--- src/rtl/fwd_hazard_unit_if.sv ---
// Bus interface for fwd_hazard_unit.
// Groups every signal except clk/rst:
//   stall_i, flush_i         pipeline freeze / squash of the instruction leaving EX
//   ex_valid_i, ex_rd_i,
//   ex_we_i, ex_is_load_i    description of the instruction currently in EX
//   src_addr_i, src_used_i   per-consumer source register and "actually read" flag
//   fwd_sel_o                per-consumer select: 0 = stay, k = forward from stage k
//   load_use_stall_o         freeze IF/ID/EX and insert a bubble
//   perf_fwd_cnt_o,
//   perf_lu_stall_cnt_o      only present when FWD_HAZARD_STATS_EN is defined
// master: the pipeline side driving requests; slave: the hazard unit.
interface fwd_hazard_unit_if #(
  parameter int unsigned NUM_SRC    = 5,
  parameter int unsigned NUM_STAGES = 3,
  parameter int unsigned REG_ADDR_W = 5
);
  localparam int unsigned SEL_W = $clog2(NUM_STAGES + 1);

  logic                          stall_i;
  logic                          flush_i;
  logic                          ex_valid_i;
  logic [REG_ADDR_W-1:0]         ex_rd_i;
  logic                          ex_we_i;
  logic                          ex_is_load_i;
  logic [NUM_SRC*REG_ADDR_W-1:0] src_addr_i;
  logic [NUM_SRC-1:0]            src_used_i;
  logic [NUM_SRC*SEL_W-1:0]      fwd_sel_o;
  logic                          load_use_stall_o;
`ifdef FWD_HAZARD_STATS_EN
  logic [31:0]                   perf_fwd_cnt_o;
  logic [31:0]                   perf_lu_stall_cnt_o;

  modport master (
    output stall_i, flush_i, ex_valid_i, ex_rd_i, ex_we_i, ex_is_load_i,
           src_addr_i, src_used_i,
    input  fwd_sel_o, load_use_stall_o, perf_fwd_cnt_o, perf_lu_stall_cnt_o
  );

  modport slave (
    input  stall_i, flush_i, ex_valid_i, ex_rd_i, ex_we_i, ex_is_load_i,
           src_addr_i, src_used_i,
    output fwd_sel_o, load_use_stall_o, perf_fwd_cnt_o, perf_lu_stall_cnt_o
  );
`else
  modport master (
    output stall_i, flush_i, ex_valid_i, ex_rd_i, ex_we_i, ex_is_load_i,
           src_addr_i, src_used_i,
    input  fwd_sel_o, load_use_stall_o
  );

  modport slave (
    input  stall_i, flush_i, ex_valid_i, ex_rd_i, ex_we_i, ex_is_load_i,
           src_addr_i, src_used_i,
    output fwd_sel_o, load_use_stall_o
  );
`endif
endinterface

--- src/rtl/fwd_hazard_unit.sv ---
// Parametrised forwarding / load-use hazard unit for the RV32I pipeline.
// A shift-register scoreboard tracks the NUM_STAGES producer instructions
// older than EX (stage 1 = EX/MEM, stage 2 = MEM/WB, ...). Each consumer gets
// a forward select pointing at the youngest matching producer; a load sitting
// in stage 1 that a consumer needs raises a one-cycle stall and a bubble.
// Ports:
//   clk   core clock
//   rst   asynchronous active-low reset, clears the scoreboard
//   bus   fwd_hazard_unit_if.slave (see interface header for signal list)
// Optional feature: define FWD_HAZARD_STATS_EN to add saturating 32-bit
// counters of forwarding cycles and load-use stall cycles.
module fwd_hazard_unit #(
  parameter int unsigned NUM_SRC    = 5,
  parameter int unsigned NUM_STAGES = 3,
  parameter int unsigned REG_ADDR_W = 5
) (
  input  logic               clk,
  input  logic               rst,
  fwd_hazard_unit_if.slave   bus
);

  localparam int unsigned SEL_W = $clog2(NUM_STAGES + 1);

  typedef struct packed {
    logic                  valid;
    logic [REG_ADDR_W-1:0] rd;
    logic                  we;
    logic                  is_load;
  } sb_entry_t;

  // Scoreboard: r_sb[1] is the youngest producer, r_sb[NUM_STAGES] the oldest
  sb_entry_t r_sb [1:NUM_STAGES];

  logic [NUM_SRC*SEL_W-1:0] w_fwd_sel;
  logic                     w_lu_stall;
  logic                     w_fwd_any;
  logic                     w_issue_bubble;

  // True when producer stage k writes the register consumer i reads (never x0)
  function automatic logic hit(input int k, input int i);
    logic [REG_ADDR_W-1:0] src;
    src = bus.src_addr_i[i*REG_ADDR_W +: REG_ADDR_W];
    return r_sb[k].valid && r_sb[k].we && (r_sb[k].rd != '0) &&
           (r_sb[k].rd == src) && bus.src_used_i[i];
  endfunction

  // Select resolution: scan oldest to youngest so the youngest match wins;
  // a consumer that needs a load still in stage 1 stays at 0 and stalls.
  always_comb begin
    w_fwd_sel  = '0;
    w_lu_stall = 1'b0;
    for (int i = 0; i < int'(NUM_SRC); i++) begin
      for (int k = int'(NUM_STAGES); k >= 1; k--) begin
        if (hit(k, i)) begin
          w_fwd_sel[i*SEL_W +: SEL_W] = SEL_W'(k);
        end
      end
      if (hit(1, i) && r_sb[1].is_load) begin
        w_fwd_sel[i*SEL_W +: SEL_W] = '0;
        w_lu_stall                  = 1'b1;
      end
    end
  end

  assign w_fwd_any      = |w_fwd_sel;
  assign w_issue_bubble = bus.flush_i | w_lu_stall | ~bus.ex_valid_i;

  assign bus.fwd_sel_o        = w_fwd_sel;
  assign bus.load_use_stall_o = w_lu_stall;

  // Scoreboard shift; a global freeze holds everything (flush ignored)
  always_ff @(posedge clk or negedge rst) begin
    if (!rst) begin
      for (int k = 1; k <= int'(NUM_STAGES); k++) begin
        r_sb[k] <= '0;
      end
    end else if (!bus.stall_i) begin
      for (int k = int'(NUM_STAGES); k >= 2; k--) begin
        r_sb[k] <= r_sb[k-1];
      end
      if (w_issue_bubble) begin
        r_sb[1] <= '0;
      end else begin
        r_sb[1] <= '{valid:   1'b1,
                     rd:      bus.ex_rd_i,
                     we:      bus.ex_we_i,
                     is_load: bus.ex_is_load_i};
      end
    end
  end

`ifdef FWD_HAZARD_STATS_EN
  logic [31:0] r_perf_fwd_cnt;
  logic [31:0] r_perf_lu_stall_cnt;

  // Saturating event counters
  always_ff @(posedge clk or negedge rst) begin
    if (!rst) begin
      r_perf_fwd_cnt      <= '0;
      r_perf_lu_stall_cnt <= '0;
    end else begin
      if (!bus.stall_i && !w_lu_stall && w_fwd_any && (r_perf_fwd_cnt != '1)) begin
        r_perf_fwd_cnt <= r_perf_fwd_cnt + 32'd1;
      end
      if (!bus.stall_i && w_lu_stall && (r_perf_lu_stall_cnt != '1)) begin
        r_perf_lu_stall_cnt <= r_perf_lu_stall_cnt + 32'd1;
      end
    end
  end

  assign bus.perf_fwd_cnt_o      = r_perf_fwd_cnt;
  assign bus.perf_lu_stall_cnt_o = r_perf_lu_stall_cnt;
`else
  logic w_unused;
  assign w_unused = w_fwd_any;
`endif

endmodule

--- src/flat_wrapper.sv ---
// flat-port wrapper written by rule: the top's interface ports become plain ports
module fwd_hazard_unit_flat 
#(
  parameter int unsigned NUM_SRC    = 5,
  parameter int unsigned NUM_STAGES = 3,
  parameter int unsigned REG_ADDR_W = 5
)
  (clk, rst, bus_stall_i, bus_flush_i, bus_ex_valid_i, bus_ex_rd_i, bus_ex_we_i, bus_ex_is_load_i, bus_src_addr_i, bus_src_used_i, bus_fwd_sel_o, bus_load_use_stall_o);
  fwd_hazard_unit_if #(.NUM_SRC(NUM_SRC), .NUM_STAGES(NUM_STAGES), .REG_ADDR_W(REG_ADDR_W)) bus_i ();
  input  logic clk;
  input  logic rst;
  input wire logic [$bits(bus_i.stall_i)-1:0] bus_stall_i;
  input wire logic [$bits(bus_i.flush_i)-1:0] bus_flush_i;
  input wire logic [$bits(bus_i.ex_valid_i)-1:0] bus_ex_valid_i;
  input wire logic [$bits(bus_i.ex_rd_i)-1:0] bus_ex_rd_i;
  input wire logic [$bits(bus_i.ex_we_i)-1:0] bus_ex_we_i;
  input wire logic [$bits(bus_i.ex_is_load_i)-1:0] bus_ex_is_load_i;
  input wire logic [$bits(bus_i.src_addr_i)-1:0] bus_src_addr_i;
  input wire logic [$bits(bus_i.src_used_i)-1:0] bus_src_used_i;
  output wire logic [$bits(bus_i.fwd_sel_o)-1:0] bus_fwd_sel_o;
  output wire logic [$bits(bus_i.load_use_stall_o)-1:0] bus_load_use_stall_o;
  assign bus_i.stall_i = bus_stall_i;
  assign bus_i.flush_i = bus_flush_i;
  assign bus_i.ex_valid_i = bus_ex_valid_i;
  assign bus_i.ex_rd_i = bus_ex_rd_i;
  assign bus_i.ex_we_i = bus_ex_we_i;
  assign bus_i.ex_is_load_i = bus_ex_is_load_i;
  assign bus_i.src_addr_i = bus_src_addr_i;
  assign bus_i.src_used_i = bus_src_used_i;
  assign bus_fwd_sel_o = bus_i.fwd_sel_o;
  assign bus_load_use_stall_o = bus_i.load_use_stall_o;
  fwd_hazard_unit #(.NUM_SRC(NUM_SRC), .NUM_STAGES(NUM_STAGES), .REG_ADDR_W(REG_ADDR_W)) u_core (.clk(clk), .rst(rst), .bus(bus_i));
endmodule
--- config.mk ---
export PLATFORM = sky130hd
export DESIGN_NAME = fwd_hazard_unit_flat
export DESIGN_NICKNAME = d
export VERILOG_FILES = /design/src/rtl/fwd_hazard_unit_if.sv /design/src/rtl/fwd_hazard_unit.sv /design/src/flat_wrapper.sv
export SDC_FILE = /design/constraint.sdc
export NUM_CORES = 1
export LEC_CHECK = 0
export ABC_CLOCK_PERIOD_IN_PS = 2750
export CAP_MARGIN = 20
export CELL_PAD_IN_SITES_DETAIL_PLACEMENT = 2
export CELL_PAD_IN_SITES_GLOBAL_PLACEMENT = 2
export CORE_MARGIN = 2
export CORE_UTILIZATION = 24
export CTS_BUF_LIST = sky130_fd_sc_hd__clkbuf_8 sky130_fd_sc_hd__clkbuf_16
export DETAILED_ROUTE_END_ITERATION = 16
export PLACE_DENSITY_LB_ADDON = 0.3
export SYNTH_ARGS = -nofsm -noshare
export SYNTH_HDL_FRONTEND = slang
export SYNTH_SLANG_ARGS = --single-unit
--- constraint.sdc ---
create_clock -name clk -period 2.75 [get_ports clk]
set_clock_uncertainty 0.15 [all_clocks]
set_input_delay 0.55 -clock clk [delete_from_list [all_inputs] [get_ports clk]]
set_output_delay 0.55 -clock clk [all_outputs]
set_load 0.05 [all_outputs]
After elaboration in Yosys (flattened, before gate mapping)
Cells that the tools add are included.
W data, S select, Z words.
{"block": "totals", "in_bits": 42, "regBits": 22, "wordCells": 98, "output_inout_bits": 11}
{"block": "classes", "bitwise": 3, "reduce_logical": 44, "mux": 26, "eq_ne": 15}
{"operator": "$eq A5 B5 Y1", "count": 15}
{"operator": "$logic_and A1 B1 Y1", "count": 41}
{"operator": "$mux W2", "count": 20}
{"operator": "$reduce_bool A5 Y1", "count": 3}
{"operator": "$mux W8", "count": 1}
{"operator": "$mux W1", "count": 5}
{"operator": "$or A1 B1 Y1", "count": 2}
{"operator": "$not A1 Y1", "count": 1}

Depth between registers and ports, before layout
{"block": "depth", "depth_word": 13, "mapped_depth": 7, "depth_no_buf": 5}

Worst setup path before layout
Ideal clock, no wire load.
{"block": "synth_timing", "kind": "register to output", "start": "reg u_core.r_sb[11] (netlist name)", "end": "out bus_fwd_sel_o[2]", "slack_ns": -0.526, "t_required_ns": 2.050, "path_stages_with_launch": 7, "arrival_ns": 2.576, "n_path_buf": 1, "path_cell_list": "dfrtp_1 > clkbuf_1 > or3_1 > o311a_1 > nand4_1 > nand4_1 > o21ai_0"}
{"block": "synth_via", "elab_chain_cells": 7, "word_cells_on_any_way": 8, "classes_between": "eq/ne: 1; mux: 3; reduce/logical: 4"}
{"item": "from (decl)", "line": "fwd_hazard_unit.sv:32", "text": "sb_entry_t r_sb [1:NUM_STAGES];"}
{"item": "from (signal, indexed assignment)", "line": "fwd_hazard_unit.sv:79", "text": "r_sb[k] <= r_sb[k-1];"}
{"item": "$reduce_bool A5 Y1", "line": "fwd_hazard_unit.sv:43", "text": "return r_sb[k].valid && r_sb[k].we && (r_sb[k].rd != '0) &&"}
{"item": "$logic_and A1 B1 Y1", "line": "fwd_hazard_unit.sv:43"}
{"item": "$logic_and A1 B1 Y1 *", "line": "fwd_hazard_unit.sv:43"}
{"item": "$logic_and A1 B1 Y1 *", "line": "fwd_hazard_unit.sv:44", "text": "(r_sb[k].rd == src) && bus.src_used_i[i];"}
{"item": "$mux W2 * (2 in series)", "line": "fwd_hazard_unit.sv:54", "text": "if (hit(k, i)) begin"}
{"item": "$mux W2 *", "line": "fwd_hazard_unit.sv:58", "text": "if (hit(1, i) && r_sb[1].is_load) begin"}
{"item": "to (decl)", "line": "flat_wrapper.sv:20", "text": "output wire logic [$bits(bus_i.fwd_sel_o)-1:0] bus_fwd_sel_o;"}
Every way passes the cells marked *; elsewhere a longest branch is shown, timed or not.

Worst setup path in the final report
{"block": "layout_timing", "start": "reg u_core.r_sb[18] (netlist name)", "end": "out bus_load_use_stall_o"}
{"block": "layout_via", "elab_chain_cells": 10, "word_cells_on_any_way": 27, "classes_between": "eq/ne: 5; mux: 5; reduce/logical: 17"}
{"item": "$reduce_bool A5 Y1", "line": "fwd_hazard_unit.sv:43"}
{"item": "$logic_and A1 B1 Y1 (2 in series)", "line": "fwd_hazard_unit.sv:43"}
{"item": "$logic_and A1 B1 Y1", "line": "fwd_hazard_unit.sv:44"}
{"item": "$logic_and A1 B1 Y1", "line": "fwd_hazard_unit.sv:58"}
{"item": "$mux W1 (4 in series)", "line": "fwd_hazard_unit.sv:58"}
{"item": "$mux W1 *", "line": "fwd_hazard_unit.sv:58"}
{"item": "to (decl)", "line": "flat_wrapper.sv:21", "text": "output wire logic [$bits(bus_i.load_use_stall_o)-1:0] bus_load_use_stall_o;"}
Marks and branches as above.

==> results.md <==
- Max clock buf depth: 2
- Fillers: between 800 and 900
- Critical path's largest stage delay: approximately 0.57 ns
- Simple-Gate Fraction of Synth Area: approximately a fifth
- CP startpoint kind: flop
- Largest reg by FF count: u_core.r_sb
- Worst-margin pin slew: between 0.5 and 0.6 ns
- Layout cells sized above 1: 39.6%
- Sw Ratio: around a third
- Pre-CTS WS: -0.194 ns
- Ys flop type: dfrtp_1
- Crit end category: primary output
- HP Class: reg2reg
- Cell Int Power: approximately 850 uW
- Worst Hold Slack: between 0.3 and 0.4 ns
- Syn nets: about 270
- Combinational family with the most area after synthesis: XOR/XNOR gates
- First-pass GRT wire length: around 15000 microns
- Period Utilization, post-route: 114%
- EDFF count, synth: 0
- Initial antenna violation count: 0
- Register bit count reported by yosys: 22
- DRC viols: 0
- Asr flop ratio synth: 100%
- Global route overflow: 0
- Largest register FFs: 22
- Pleak: 1.53 nW
- Placed cell area: roughly 3100 sq um
- Max Freq: approximately 320 MHz
- GPL Wtd Cong: about 0.83
- Synth area leader: dfrtp_1
- Max VDD drop: between 150 and 200 uV
- Full die area: between 9000 and 10000 sq um
- PortBufs: between 50 and 60
- Synth top area share: a little over a quarter
- Yosys cell types: 37
- # H-tree levels: 1
- Slowest stage cell, crit path: or4_4
- YS warnings: 0
- Critical Path AT: around 2.4 ns
- Status: finished with violations
- Mux contribution to synthesized area: under 10%
- Slew Limit Fails: 0
- Area of the core: a little over 8000 sq um
- Gate Count Post-Synth: 230
- Failing checks: setup timing
- WL final: a little under 10000 microns
- Top post-synthesis cells by count: xnor2_1, xor2_1, dfrtp_1, nand4_1, clkbuf_1
- Worst Path Buf+Inv: 4
- # setup viols final: 11
- Diode count: 0
- Sequential share of the synthesized area: a little over a quarter
- Final Hold Fails: 0
- Wirelength per Cell: about 22 microns
- Min Tclk post-route: approximately 3.1 ns
- Area Overhead vs Synth: 74.4%
- Most common cell in the netlist: xnor2_1
- PwrDens: between 300 and 400 nW/um^2
- Final WS setup: -0.373 ns
- Post-route cell area: 3600 sq um
- Post-Synth XOR/XNOR Area: between 30% and 40%
- CTS Sinks: 22
- Avg Inst Size Synth: around 9 sq um
- FP Rows: 33
- Die Ht: about 97 microns
- Remaining antenna violation count: 0
- Root Driver: clkbuf_8
- Synth top area cells: dfrtp_1, xnor2_1, xor2_1
- Crit path cell chain: or4_4 -> o211ai_4 -> buf_12 -> buf_6 -> nand4b_1 -> buf_6 -> nand2_1 -> o21a_4 -> buf_12
- CTS tree: built
- Nets: between 300 and 400
- CTS Buf Count: 3
- Drt first pass iters: 4
- Largest net degree at the start of global routing: 23
- CP max FO: 4
- CP delay by family, top: simple AND/OR/NAND/NOR gates
- Worst-path clk slew: roughly 0.080 ns
- I/O pin cnt: 53
- Compound-cell area share of the yosys netlist: approximately a tenth
- Clock network latency to the later pin of the worst-skew pair: 0.27 ns
- Iter 0 DRT Violations: 56
- Sequential share of power: 32.3%
- Final core occ: between 40 and 50%
- Worst endpoint required time: just over 2 ns
- Cell area after synthesis: ~2100 sq um
- Max-Slew Margin vs Limit: 65.4%
- Power share of the combinational group: between 40% and 50%
- Switching pwr: roughly 460 uW
- Max Cap Violations: 0
- Vias in the first global route: about 2.6k
- RSZ-0062 raised after global routing: true
- Area share of fa/ha/maj cells after synthesis: 0%
- Via density: around 5.0
- Die width: slightly below 100 microns
- Clock Power Share: between 20% and 30%
- HPWL Detailed: between 6000 and 7000 microns
- Top Registers: u_core.r_sb x22
- Vias after detailed routing: around 2.2k
- Effective utilization at floorplan: about a quarter
- Tot GR Track Use: between 10% and 20%
- Setup CP Type: reg2out
-- final timing paths --
path                                             start                          end  slack [ns]  cells past startpoint
max                        u_core.r_sb[18]$_DFFE_PN0N_         bus_load_use_stall_o       -0.37                      9
min                         u_core.r_sb[1]$_DFFE_PN0N_   u_core.r_sb[1]$_DFFE_PN0N_        0.39                      1
max reg2reg                u_core.r_sb[18]$_DFFE_PN0N_  u_core.r_sb[20]$_DFFE_PN0N_        0.05                     12
min reg2reg                 u_core.r_sb[1]$_DFFE_PN0N_   u_core.r_sb[1]$_DFFE_PN0N_        0.39                      1
max in group asynchronous                          rst  u_core.r_sb[19]$_DFFE_PN0N_        1.69                      2
min in group asynchronous                          rst   u_core.r_sb[9]$_DFFE_PN0N_        0.50                      2
-- cell usage in the layout, fill, tap and decap left out, types with 10 or more instances in the layout --
cell type        instances
buf_4                   57
xor2_1                  27
nand2_1                 10
buf_12                  10
buf_6                   10
xnor2_1                 44
clkdlybuf4s50_1         22
nand4_1                 22
dlymetal6s2s_1          11
mux2_2                  14
dfrtp_1                 21
-- cell families (layout without fill, tap and decap cells) --
kind of cell / after synthesis / in the layout
XOR/XNOR: 75 / 75
multiplexers: 15 / 15
AND/OR/NAND/NOR: 67 / 67
AO/OA/AOI/OAI: 28 / 28
buffers and inverters: 23 / 124
flip-flops: 22 / 22
-- stage by stage --
| stage | cells | total power [mW] | setup TNS [ns] |
|---|---|---|---|
| global route | 436 | 1.38 | -3.14 |
| CTS | 433 | 1.29 | -1.69 |
| floorplan | 230 | 0.702 | -0.282 |
| global placement | 418 | 0.935 | -1.24 |
| finish | 436 | 1.31 | -2.23 |
| detailed placement | 418 | 0.959 | -1.84 |
-- timing repair --
action | in CTS | in global routing
resized for setup | 37 | 36
buffers inserted | 12 | 9
hold buffers | 0 | 0
endpoints found under the setup margin | 11 | 11
pin swaps | 14 | 15
-- routing by layer --
metal | up-vias | wire length, microns | GRT usage (%)
li1 | 1020 | - | -
met1 | 1111 | 4060 | 23.6
met2 | 50 | 5140 | 37.4
met3 | 10 | 271 | 1.81
met4 | 0 | 131 | 4.88
met5 | - | 0 | 0
-- power by group through the flow --
| stage | Combinational (mW) | Clock (mW) | Sequential [mW] |
|---|---|---|---|
| floorplan | 0.315 | 0 | 0.386 |
| global route | 0.628 | 0.320 | 0.428 |
| CTS | 0.563 | 0.310 | 0.420 |
| finish | 0.585 | 0.305 | 0.423 |
| global placement | 0.515 | 0 | 0.420 |
| detailed placement | 0.534 | 0 | 0.425 |
-- cell type report --
type	instances	area, sq um	share of cell area [%]
clock buffer	3	41.3	1.15
multi-input combinational	185	1670	46.4
timing repair buffer	118	1170	32.4
sequential	22	552	15.3
clock inverter	1	30.0	0.835
inverter	2	7.51	0.209
tap	105	131	3.65
No activity file was read; power rests on OpenSTA's default activity.
